`src/rtl/rst_sequencer.sv`:
```
// rst_sequencer
// Staged reset release for the board subsystems (stage 0 = CPU, stage 1 =
// video/tilemap, stage 2 = sound). Also hosts the game watchdog. A watchdog
// expiry or a software request re-runs the same staged release sequence.
//
// Optional feature: define RST_SEQ_WDOG_EN to build the watchdog counter and
// expiry logic. Without it wdog_kick is ignored, wdog_fired stays 0 and
// rst_cause never reports a watchdog reboot; soft_rst_req still works.
module rst_sequencer #(
   parameter int unsigned STAGES      = 3,
   parameter int unsigned HOLD_CYCLES = 16,
   parameter int unsigned WDOG_LIMIT  = 4096
) (
   input  logic              clk,
   input  logic              reset_s,
   input  logic              wdog_kick,
   input  logic              soft_rst_req,
   output logic [STAGES-1:0] rst_out,
   output logic              ready,
   output logic              wdog_fired,
   output logic [1:0]        rst_cause
);

   localparam int unsigned HCNT_W = (HOLD_CYCLES > 1) ? $clog2(HOLD_CYCLES) : 1;
   localparam int unsigned IDX_W  = (STAGES > 1) ? $clog2(STAGES) : 1;
   localparam logic [HCNT_W-1:0] HCNT_LAST = HCNT_W'(HOLD_CYCLES - 1);
   localparam logic [IDX_W-1:0]  IDX_LAST  = IDX_W'(STAGES - 1);

   localparam logic [1:0] CAUSE_POR  = 2'b00;
   localparam logic [1:0] CAUSE_SOFT = 2'b01;
   localparam logic [1:0] CAUSE_WDOG = 2'b10;

   typedef enum logic [1:0] {
      ST_HOLD    = 2'd0,
      ST_RELEASE = 2'd1,
      ST_RUN     = 2'd2,
      ST_REBOOT  = 2'd3
   } state_t;

   state_t             state_q, state_d;
   logic [HCNT_W-1:0]  hcnt_q, hcnt_d;
   logic [IDX_W-1:0]   idx_q, idx_d;
   logic [STAGES-1:0]  rst_out_q, rst_out_d;
   logic               ready_q, ready_d;
   logic               fired_q, fired_d;
   logic [1:0]         cause_q, cause_d;
   logic               wdog_expire_s;

`ifdef RST_SEQ_WDOG_EN
   localparam int unsigned WCNT_W = $clog2(WDOG_LIMIT + 1);
   localparam logic [WCNT_W-1:0] WCNT_LAST = WCNT_W'(WDOG_LIMIT - 1);
   localparam logic [WCNT_W-1:0] WCNT_MAX  = WCNT_W'(WDOG_LIMIT);

   logic [WCNT_W-1:0] wcnt_q, wcnt_d;

   // Watchdog: count RUN cycles since the last kick and flag the terminal cycle
   always_comb begin
      wcnt_d        = '0;
      wdog_expire_s = 1'b0;
      if (state_q == ST_RUN) begin
         if (wdog_kick) begin
            // a kick in the terminal cycle still rescues the system
            wcnt_d = '0;
         end else if (wcnt_q == WCNT_LAST) begin
            wcnt_d        = wcnt_q + 1'b1;
            wdog_expire_s = 1'b1;
         end else if (wcnt_q >= WCNT_MAX) begin
            wcnt_d = WCNT_MAX;
         end else begin
            wcnt_d = wcnt_q + 1'b1;
         end
      end else begin
         wcnt_d = '0;
      end
   end

   // Watchdog counter register; held at zero whenever the next state is not RUN
   always_ff @(posedge clk) begin
      if (reset_s) begin
         wcnt_q <= '0;
      end else if (state_d != ST_RUN) begin
         wcnt_q <= '0;
      end else begin
         wcnt_q <= wcnt_d;
      end
   end
`else
   logic unused_kick_s;

   // Watchdog absent: the kick input has no effect and expiry never happens
   always_comb begin
      unused_kick_s = wdog_kick;
      wdog_expire_s = 1'b0;
   end
`endif

   // Sequencer next-state: staged release, RUN supervision and reboot hold
   always_comb begin
      state_d   = state_q;
      hcnt_d    = hcnt_q;
      idx_d     = idx_q;
      rst_out_d = rst_out_q;
      ready_d   = ready_q;
      fired_d   = fired_q;
      cause_d   = cause_q;
      case (state_q)
         ST_HOLD, ST_RELEASE: begin
            if (hcnt_q == HCNT_LAST) begin
               // idx is 0 in HOLD, so the first terminal count frees the CPU
               hcnt_d           = '0;
               rst_out_d[idx_q] = 1'b0;
               if (idx_q == IDX_LAST) begin
                  state_d = ST_RUN;
                  ready_d = 1'b1;
                  idx_d   = idx_q;
               end else begin
                  state_d = ST_RELEASE;
                  idx_d   = idx_q + 1'b1;
               end
            end else begin
               hcnt_d = hcnt_q + 1'b1;
            end
         end
         ST_RUN: begin
            // watchdog expiry outranks a simultaneous software request
            if (wdog_expire_s) begin
               state_d = ST_REBOOT;
               cause_d = CAUSE_WDOG;
               fired_d = 1'b1;
            end else if (soft_rst_req) begin
               state_d = ST_REBOOT;
               cause_d = CAUSE_SOFT;
            end else begin
               state_d = ST_RUN;
            end
            if (state_d == ST_REBOOT) begin
               rst_out_d = '1;
               ready_d   = 1'b0;
               hcnt_d    = '0;
               idx_d     = '0;
            end else begin
               rst_out_d = rst_out_q;
            end
         end
         ST_REBOOT: begin
            if (hcnt_q == HCNT_LAST) begin
               state_d = ST_HOLD;
               hcnt_d  = '0;
               idx_d   = '0;
            end else begin
               hcnt_d = hcnt_q + 1'b1;
            end
         end
         default: begin
            state_d   = ST_HOLD;
            hcnt_d    = '0;
            idx_d     = '0;
            rst_out_d = '1;
            ready_d   = 1'b0;
         end
      endcase
   end

   // Sequencer state and output registers; reset_s overrides every input
   always_ff @(posedge clk) begin
      if (reset_s) begin
         state_q   <= ST_HOLD;
         hcnt_q    <= '0;
         idx_q     <= '0;
         rst_out_q <= '1;
         ready_q   <= 1'b0;
         fired_q   <= 1'b0;
         cause_q   <= CAUSE_POR;
      end else begin
         state_q   <= state_d;
         hcnt_q    <= hcnt_d;
         idx_q     <= idx_d;
         rst_out_q <= rst_out_d;
         ready_q   <= ready_d;
         fired_q   <= fired_d;
         cause_q   <= cause_d;
      end
   end

   assign rst_out    = rst_out_q;
   assign ready      = ready_q;
   assign wdog_fired = fired_q;
   assign rst_cause  = cause_q;

endmodule

```
`config.mk`:
```
export PLATFORM = sky130hd
export DESIGN_NAME = rst_sequencer
export DESIGN_NICKNAME = d
export VERILOG_FILES = /design/src/rtl/rst_sequencer.sv
export SDC_FILE = /design/constraint.sdc
export NUM_CORES = 1
export LEC_CHECK = 0
export BUFFER_PORTS_ARGS = -buffer_cell sky130_fd_sc_hd__buf_4
export CAP_MARGIN = 20
export CORE_MARGIN = 2
export CORE_UTILIZATION = 30
export DETAILED_ROUTE_END_ITERATION = 7
export MAX_ROUTING_LAYER = met4
export RECOVER_POWER = 50
export SYNTH_ARGS = -nofsm -noshare
export SYNTH_HDL_FRONTEND = slang
export SYNTH_SLANG_ARGS = --single-unit
```
`constraint.sdc`:
```
create_clock -name clk -period 1.41 [get_ports clk]
set_input_delay 0.282 -clock clk [delete_from_list [all_inputs] [get_ports clk]]
set_output_delay 0.282 -clock clk [all_outputs]
set_load 0.005 [all_outputs]
```
# ---- After elaboration in Yosys (flattened, before gate mapping)
# Index checks and enable logic that the tools add are counted.
dict set report totals {
  rom_bits 0
  output_inout_bits 7
  mem_bits_rw 0
  latchBits 0
  ff_bits 13
  mem_count 0
}
dict set report op_classes {
  shifts 0
  n_mux 22
  reduce_logical 10
  n_eq_ne 11
  n_mul 0
  bitwise 2
  addsub 2
  order_cmp 2
  div 0
}
# op count
set op_table {}
lappend op_table {{2-to-1 mux 2 bit} 7}
lappend op_table {{case mux 2 bit (3 select lines)} 2}
lappend op_table {{!= test 2 bit, second input constant} 5}
lappend op_table {{== test 2 bit, second input constant} 4}
lappend op_table {{2-to-1 mux 4 bit} 2}
lappend op_table {{case mux 4 bit (2 select lines)} 1}
lappend op_table {{AND reduction 4 bit} 2}
lappend op_table {{2-to-1 mux 3 bit} 2}
lappend op_table {{case mux 3 bit (2 select lines)} 1}
lappend op_table {{2-to-1 mux 1 bit} 5}
lappend op_table {{adder 4 x 1 -> 4 bit, second input constant} 1}
lappend op_table {{== test 4 bit, second input constant} 1}
lappend op_table {{AND reduction 2 bit} 2}
lappend op_table {{AND 3 bit} 1}
lappend op_table {{< comparator 2 x 3 -> 1 bit, second input constant} 1}
lappend op_table {{NOT 3 bit} 1}
lappend op_table {{AND reduction 3 bit} 1}
lappend op_table {{OR reduction 3 bit} 1}
lappend op_table {{adder 2 x 1 -> 2 bit, second input constant} 1}
lappend op_table {{demux 1 bit (select 2 bit)} 1}
lappend op_table {{== test 2 x 1 -> 1 bit, second input constant} 1}
lappend op_table {{greater-or-equal comparator 2 x 1 -> 1 bit, second input constant} 1}
lappend op_table {{logical NOT 2 bit} 1}
lappend op_table {{case mux 1 bit (2 select lines)} 1}
lappend op_table {{other kinds (3)} 3}

# ---- Depth between registers and ports, before layout
# Gate-level depths: netlist of run 1.
dict set report logic_depth {
  word_depth 8
  ltp_mapped 5
  mapped_depth_nobuf 5
}

# ---- Worst setup path before layout of run 1
# No wires, ideal clock.
dict set report synth_timing {
  path_kind {reg-to-reg}
  start {register hcnt_q[0]}
  end {register idx_q[1]}
  path_stages_with_launch 6
  t_required_ns 1.276
  arrival_ns 1.127
  setup_slack_ns 0.149
  n_path_buf 0
  path_cell_list {dfxtp_1 > ha_1 > and3_2 > nor2_4 > o31ai_2 > a21oi_1}
}
dict set report synth_between {
  elab_chain_cells 3
  elab_cells_between_ends 4
}
# item line_no
set synth_rtl {}
lappend synth_rtl {{from (decl)} 41} ;# logic [HCNT_W-1:0] hcnt_q, hcnt_d;
lappend synth_rtl {{from (signal assigned)} 176} ;# hcnt_q <= hcnt_d;
lappend synth_rtl {{== test 4 bit (*)} {108, 146}}
lappend synth_rtl {{!= test 2 bit (no source line)} --}
lappend synth_rtl {{AND reduction 4 bit (no source line) (*)} --}
lappend synth_rtl {{to (signal assigned)} 177} ;# idx_q <= idx_d;
lappend synth_rtl {{to (decl)} 42} ;# logic [IDX_W-1:0] idx_q, idx_d;
# Every way passes the cells marked *; elsewhere a longest branch is shown, timed or not.
# A chain may end at the register's enable or synchronous reset.

# ---- Worst setup path after layout of run 1
# Ends and elaborated chain as after synthesis.

==> results.tsv, run 1 <==
stage	metric	value	unit
power	Seq pwr share	58.8	%
sta	unrepaired setup endpoints after global routing	no	
sta	Max Transition Viols Final	0	
route	DR iter-0 viols	6	
critical_path	Req. time, crit path	1.58	ns
route	drt drc	0	
sta	number of hold violations in the final report	0	
critical_path	r2r endpoint	idx_q[1]	
layout	Area growth syn-to-layout	20.4	%
sta	Tcrit/Tclk final	91.0	%
hold_path	WHS Endpoint	idx_q[0]	
sta	fin crit period	1.28	ns
global_route	vias in the first global route	494	
placed_design	IO Port Bufs	7	
clock_tree	Longest Clk Path Bufs	2	
critical_path	Critical R2R Launch	hcnt_q[0]	
layout	most frequent cells in the layout	12 x dfxtp_1, 11 x a21oi_1, 8 x nor2_1, 8 x clkbuf_4, 6 x buf_4	
critical_path	crit-path max FO	5	
hold_path	Hold WC Path Type	in2reg	
hold_path	WHS Path Cells	2	
route	Detail Route Antenna Nets	0	
route	WL met1	495	µm
clock_tree	H-tree depth	1	
route	vias per cell	4.62	
clock_tree	TritonCTS clock tree	built	
floorplan	row count	16	
hold_path	min-delay src	reset_s	
power	sw frac	22.5	%
route	metal3 WL	48	µm
floorplan	core footprint	1960	µm²
yosys	syn avg cell area	8.94	µm²
placed_design	RD Place Congestion	0.767	
yosys	Seq cells post-synth	13	
sta	FMAX	0.779	GHz
critical_path	Critical Path Start Type	flip-flop	
route	Pre-antenna DRT Iters	4	
power	Comb pwr share	5.9	%
power	power per cell area	861	nW/µm²
power	Peak supply drop	0.455	mV
route	via count	504	
floorplan	io pins	11	
global_route	Total Routing Usage GR	10.8	%
global_route	GR Overflow Total	0	
sta	Setup Viol. Count Final	0	
outcome	status	finished, final reports clean	
yosys	Synth Cell Area	626	µm²
job	max_cap viols	0	
global_route	first-pass GRT wire length	1.99	mm
critical_path	critical path type	reg2reg	
power	Static Leak	0.282	nW
global_route	initial antenna violation count	0	
clock_tree	TritonCTS Sinks	13	
clock_tree	TritonCTS buffer count	3	
critical_path	R2R depth	5	
route	Avg WL per Cell	10.4	µm
layout	Diodes inserted	0	
power	NetSw	146	µW
floorplan	die height	49.7	µm
yosys	Ys Warns	0	
placed_design	placed insts	105	
floorplan	Chip Width	49.7	µm
floorplan	die area	2470	µm²
global_route	pin count of the biggest net entering global routing	13	
sta	Setup TNS	0	ns
layout	share of layout cells above drive strength 1	30.5	%
placed_design	Final HPWL DP	870	µm
route	metal2 WL	563	µm
sta	Clock Skew	0.00184	ns
clock_tree	worst skew pair latency	0.27	ns
clock_tree	Reg clk slew, reported paths	0.08	ns
clock_tree	CTS root buf	clkbuf_4	
floorplan	Starting Density	31.9	%
yosys	ys flop type	dfxtp_1	
route	highest metal used	met4	
yosys	EDFF count, synth	0	
power	Internal Power	503	µW
yosys	Mapped Cells	70	
critical_path	Arr. time, crit path	1.45	ns
critical_path	reg2reg setup slack	0.13	ns
layout	most common cell after layout, fill and taps aside	dfxtp_1	
layout	Cell Count, Final, Fillers Out	109	
critical_path	CP Capture Type	flip-flop	
clock_tree	setup repair bufs after CTS	0	
power	clock share of power	35.3	%
layout	final net count	91	
yosys	Seq/Total Area, Yosys	41.6	%
route	WL final	1.13	mm
yosys	ys async rst share	0	%
yosys	count of different cell masters after synthesis	26	
-- per-stage QoR --
step	total power, mW	setup WS [ns]	area [µm²]	hold slack (ns)	utilization, %
after floorplan	0.414	0.149	629	0.421	-
after global placement	0.425	0.0739	716	0.454	36.5
after detailed placement	0.427	0.0381	716	0.464	36.5
after CTS	0.653	0.0289	742	0.260	37.8
after global routing	0.678	0.0227	753	0.277	38.4
final	0.649	0.127	753	0.272	38.4
-- power by group through the flow --
stage	sequential (mW)	clock [mW]	combinational [mW]
after floorplan	0.388	0	0.0258
after global placement	0.389	0	0.0367
after CTS	0.380	0.234	0.0380
after detailed placement	0.389	0	0.0380
final	0.381	0.229	0.0385
after global routing	0.383	0.250	0.0449
-- cell type report --
class                   count  area [µm²]
repair buffers             11        82.6
flip-flops and latches     13         262
well taps                  27        33.8
fillers                   231        1210
clock buffers               4        26.3
inverters                   2        7.51
multi-input cells          52         342
-- worst max-delay path: stages, from the launching register on --
cell and delay, ns:
dfxtp_2 0.36, ha_2 0.21, and3_4 0.24, nor2_4 0.05
o31ai_2 0.23, a21oi_1 0.09
-- kinds of logic (layout without fill, tap and decap cells) --
family | count (synthesis) | in the layout | share of synthesized area (%)
flip-flops | 13 | 13 | 41.6
AO/OA/AOI/OAI | 17 | 17 | 17.8
adder cells (fa/ha/maj) | 4 | 4 | 8.00
buffers and inverters | 6 | 17 | 6.00
other | 1 | 2 | 0.599
AND/OR/NAND/NOR | 29 | 29 | 26.0
-- routing by layer --
layer,GRT usage (%),vias up
li1,-,264
met1,12.6,224
met2,17.1,12
met3,2.73,4
met4,5.56,0
met5,-,-
-- cell usage after synthesis (2+ instances only) --
library cell | n | area (µm²)
inv_1 | 2 | 7.51
nand2_1 | 5 | 18.8
nand3_1 | 3 | 15.0
nand3b_1 | 2 | 15.0
nor3_1 | 4 | 20.0
nor2_1 | 8 | 30.0
dfxtp_1 | 13 | 260
buf_4 | 2 | 15.0
a21oi_1 | 11 | 55.1
ha_1 | 4 | 50.1
-- how the worst max path moves through the flow --
stage | slack (ns) | endpoint | cells past startpoint | from
floorplan | 0.15 | idx_q[1] | 5 | hcnt_q[0]
global placement | 0.07 | idx_q[1] | 5 | hcnt_q[0]
detailed placement | 0.04 | idx_q[1] | 5 | hcnt_q[0]
CTS | 0.03 | idx_q[1] | 5 | hcnt_q[0]
global route | 0.02 | idx_q[1] | 5 | hcnt_q[0]
finish | 0.13 | idx_q[1] | 5 | hcnt_q[0]
-- registers in the layout (all words and copies together) (netlist names) --
| register | flops |
|---|---|
| rst_out | 3 |
| hcnt_q | 4 |
| rst_cause | 1 |
| idx_q | 2 |
| ready | 1 |
| state_q | 2 |
-- timing repair --
action | in CTS | in global routing
resized for setup | 0 | 4
hold buffers | 0 | 0
setup endpoints to repair | 0 | 5
(Power assumes the default switching activity.)
==> inputs of run 2 (changes only) <==
--- a/config.mk
+++ b/config.mk
@@ -11,6 +11,7 @@
 export CORE_UTILIZATION = 30
 export DETAILED_ROUTE_END_ITERATION = 7
 export MAX_ROUTING_LAYER = met4
+export PLACE_DENSITY = 0.56
 export RECOVER_POWER = 50
 export SYNTH_ARGS = -nofsm -noshare
 export SYNTH_HDL_FRONTEND = slang
==> run 2 against run 1 <==
Hold slack lost 0.0091 ns. Clock-buffer cell count is the same. Register-to-register slack is essentially flat. Critical path depth is the same. Routed wire length grew 3.7%. Core utilization grew 0.26 points. Critical path type unchanged. Critical endpoint unchanged. Largest power group unchanged.
==> results.tsv, run 2 (synthesis results as in run 1) <==
stage	metric	value	unit
floorplan	row count	16	
global_route	GR Layer Usage met2	17.6	%
clock_tree	Reg clk slew, reported paths	0.08	ns
critical_path	R2R depth	5	
layout	Biggest register	hcnt_q	
hold_path	min-delay src	reset_s	
sta	post-route setup slack	0.114	ns
critical_path	CP Capture Type	flip-flop	
route	vias per cell	4.62	
hold_path	Hold WC Path Type	in2reg	
power	Peak supply drop	0.617	mV
clock_tree	Longest Clk Path Bufs	2	
global_route	GR Overflow Total	0	
critical_path	Arr. time, crit path	1.47	ns
floorplan	io pins	11	
clock_tree	CTS root buf	clkbuf_4	
clock_tree	Post-CTS Hold Fix Bufs	0	
route	via count	504	
sta	Tcrit/Tclk final	91.9	%
route	Pre-antenna DRT Iters	2	
sta	Setup TNS	0	ns
critical_path	Crit-path slowest cell	dfxtp_2	
layout	share of layout cells above drive strength 1	31.7	%
power	sw frac	23.2	%
job	max_cap viols	0	
clock_tree	TritonCTS buffer count	3	
global_route	vias in the first global route	513	
layout	final net count	91	
critical_path	slowest cell delay on critical path	0.36	ns
layout	most common cell after layout, fill and taps aside	dfxtp_1	
layout	Diodes inserted	0	
route	WL final	1.18	mm
placed_design	pre-CTS WS	0.0520	ns
clock_tree	post-CTS resize count	0	
placed_design	RD Place Congestion	0.718	
global_route	met1 Use GR	12.5	%
route	drt drc	0	
power	NetSw	152	µW
layout	max FFs per register	4	
global_route	Total Routing Usage GR	11.1	%
layout	fill count	220	
route	Detail Route Antenna Nets	0	
layout	most frequent cells in the layout	12 x dfxtp_1, 11 x a21oi_1, 8 x nor2_1, 8 x clkbuf_4, 6 x buf_4	
route	DR iter-0 viols	1	
placed_design	placed insts	105	
power	Comb pwr share	5.8	%
critical_path	Critical Path Start Type	flip-flop	
power	Internal Power	503	µW
power	clock share of power	36.0	%
sta	Clock Skew	0.00180	ns
clock_tree	worst skew pair latency	0.28	ns
power	Static Leak	0.287	nW
sta	Max Transition Viols Final	0	
critical_path	Critical R2R Launch	hcnt_q[0]	
global_route	busiest grt layer	met2	
sta	FMAX	0.771	GHz
floorplan	die height	49.7	µm
critical_path	reg2reg setup slack	0.11	ns
critical_path	critical path type	reg2reg	
layout	register area	262	µm²
layout	Area growth syn-to-layout	21.2	%
global_route	initial antenna violation count	0	
global_route	pin count of the biggest net entering global routing	13	
sta	number of hold violations in the final report	0	
clock_tree	TritonCTS clock tree	built	
hold_path	WHS Path Cells	2	
clock_tree	TritonCTS Sinks	13	
power	Seq pwr share	58.2	%
floorplan	core footprint	1960	µm²
critical_path	r2r endpoint	idx_q[1]	
floorplan	die area	2470	µm²
outcome	status	finished, final reports clean	
floorplan	Starting Density	31.9	%
sta	unrepaired setup endpoints after global routing	no	
global_route	met3 Usage GRT	1.82	%
global_route	first-pass GRT wire length	2.01	mm
sta	Setup Viol. Count Final	0	
critical_path	Req. time, crit path	1.59	ns
sta	fin crit period	1.30	ns
hold_path	WHS Endpoint	hcnt_q[0]	
route	Avg WL per Cell	10.8	µm
critical_path	CP cell instances	ha_2, and3_4, nor2_4, o31ai_2, a21oi_1	
placed_design	Final HPWL DP	852	µm
clock_tree	H-tree depth	1	
power	power per cell area	864	nW/µm²
placed_design	IO Port Bufs	7	
critical_path	crit-path max FO	5	
floorplan	Chip Width	49.7	µm
layout	area of the multi-input gates	347	µm²
clock_tree	setup repair bufs after CTS	0	
layout	Cell Count, Final, Fillers Out	109	
==> run 2: cell types whose count changed in the layout (fill, tap and decap cells not counted) <==
cell	previous run	this run
nor3_2	2	3
nor3_1	3	2
==> run 2: area by class of cell <==
type | count | share of cell area (%)
Multi-Input combinational cell | 52 | 45.7
Timing Repair Buffer | 11 | 10.9
Clock buffer | 4 | 3.47
Tap cell | 27 | 4.46
Sequential cell | 13 | 34.5
Inverter | 2 | 0.990
==> run 2: power groups by stage <==
stage | Sequential, mW | Clock [mW] | Combinational, mW
5_1_grt | 0.383 | 0.258 | 0.0440
4_1_cts | 0.380 | 0.241 | 0.0369
3_3_place_gp | 0.389 | 0 | 0.0367
2_1_floorplan | 0.388 | 0 | 0.0258
6_report | 0.381 | 0.236 | 0.0380
3_5_place_dp | 0.389 | 0 | 0.0368
==> run 2: worst max-delay path by stage <==
stage                      end      start
global route        state_q[0]  hcnt_q[0]
floorplan             idx_q[1]  hcnt_q[0]
global placement      idx_q[1]  hcnt_q[0]
finish                idx_q[1]  hcnt_q[0]
CTS                   idx_q[1]  hcnt_q[0]
detailed placement    idx_q[1]  hcnt_q[0]
==> run 2: critical path, delay by kind of cell, from the launching register on <==
kind                     cells  cell delay [ns]
AND/OR/NAND/NOR              2             0.29
AO/OA/AOI/OAI                2             0.33
adder cells (fa/ha/maj)      1             0.21
flip-flops                   1             0.36
==> run 2: metal layers <==
layer | up-vias | share of wire [%]
met2 | 9 | 47
li1 | 263 | -
met3 | 5 | 3.2
met1 | 227 | 46
met5 | - | 0
met4 | 0 | 3.7
==> run 2: metrics by stage <==
stage / hold WS, ns / cell area [µm²] / total power, mW / util (%)
6_report: 0.262 / 758 / 0.655 / 38.6
5_1_grt: 0.272 / 758 / 0.685 / 38.6
4_1_cts: 0.257 / 742 / 0.658 / 37.8
3_5_place_dp: 0.462 / 716 / 0.426 / 36.5
3_3_place_gp: 0.452 / 716 / 0.425 / 36.5
2_1_floorplan: 0.421 / 629 / 0.414 / -
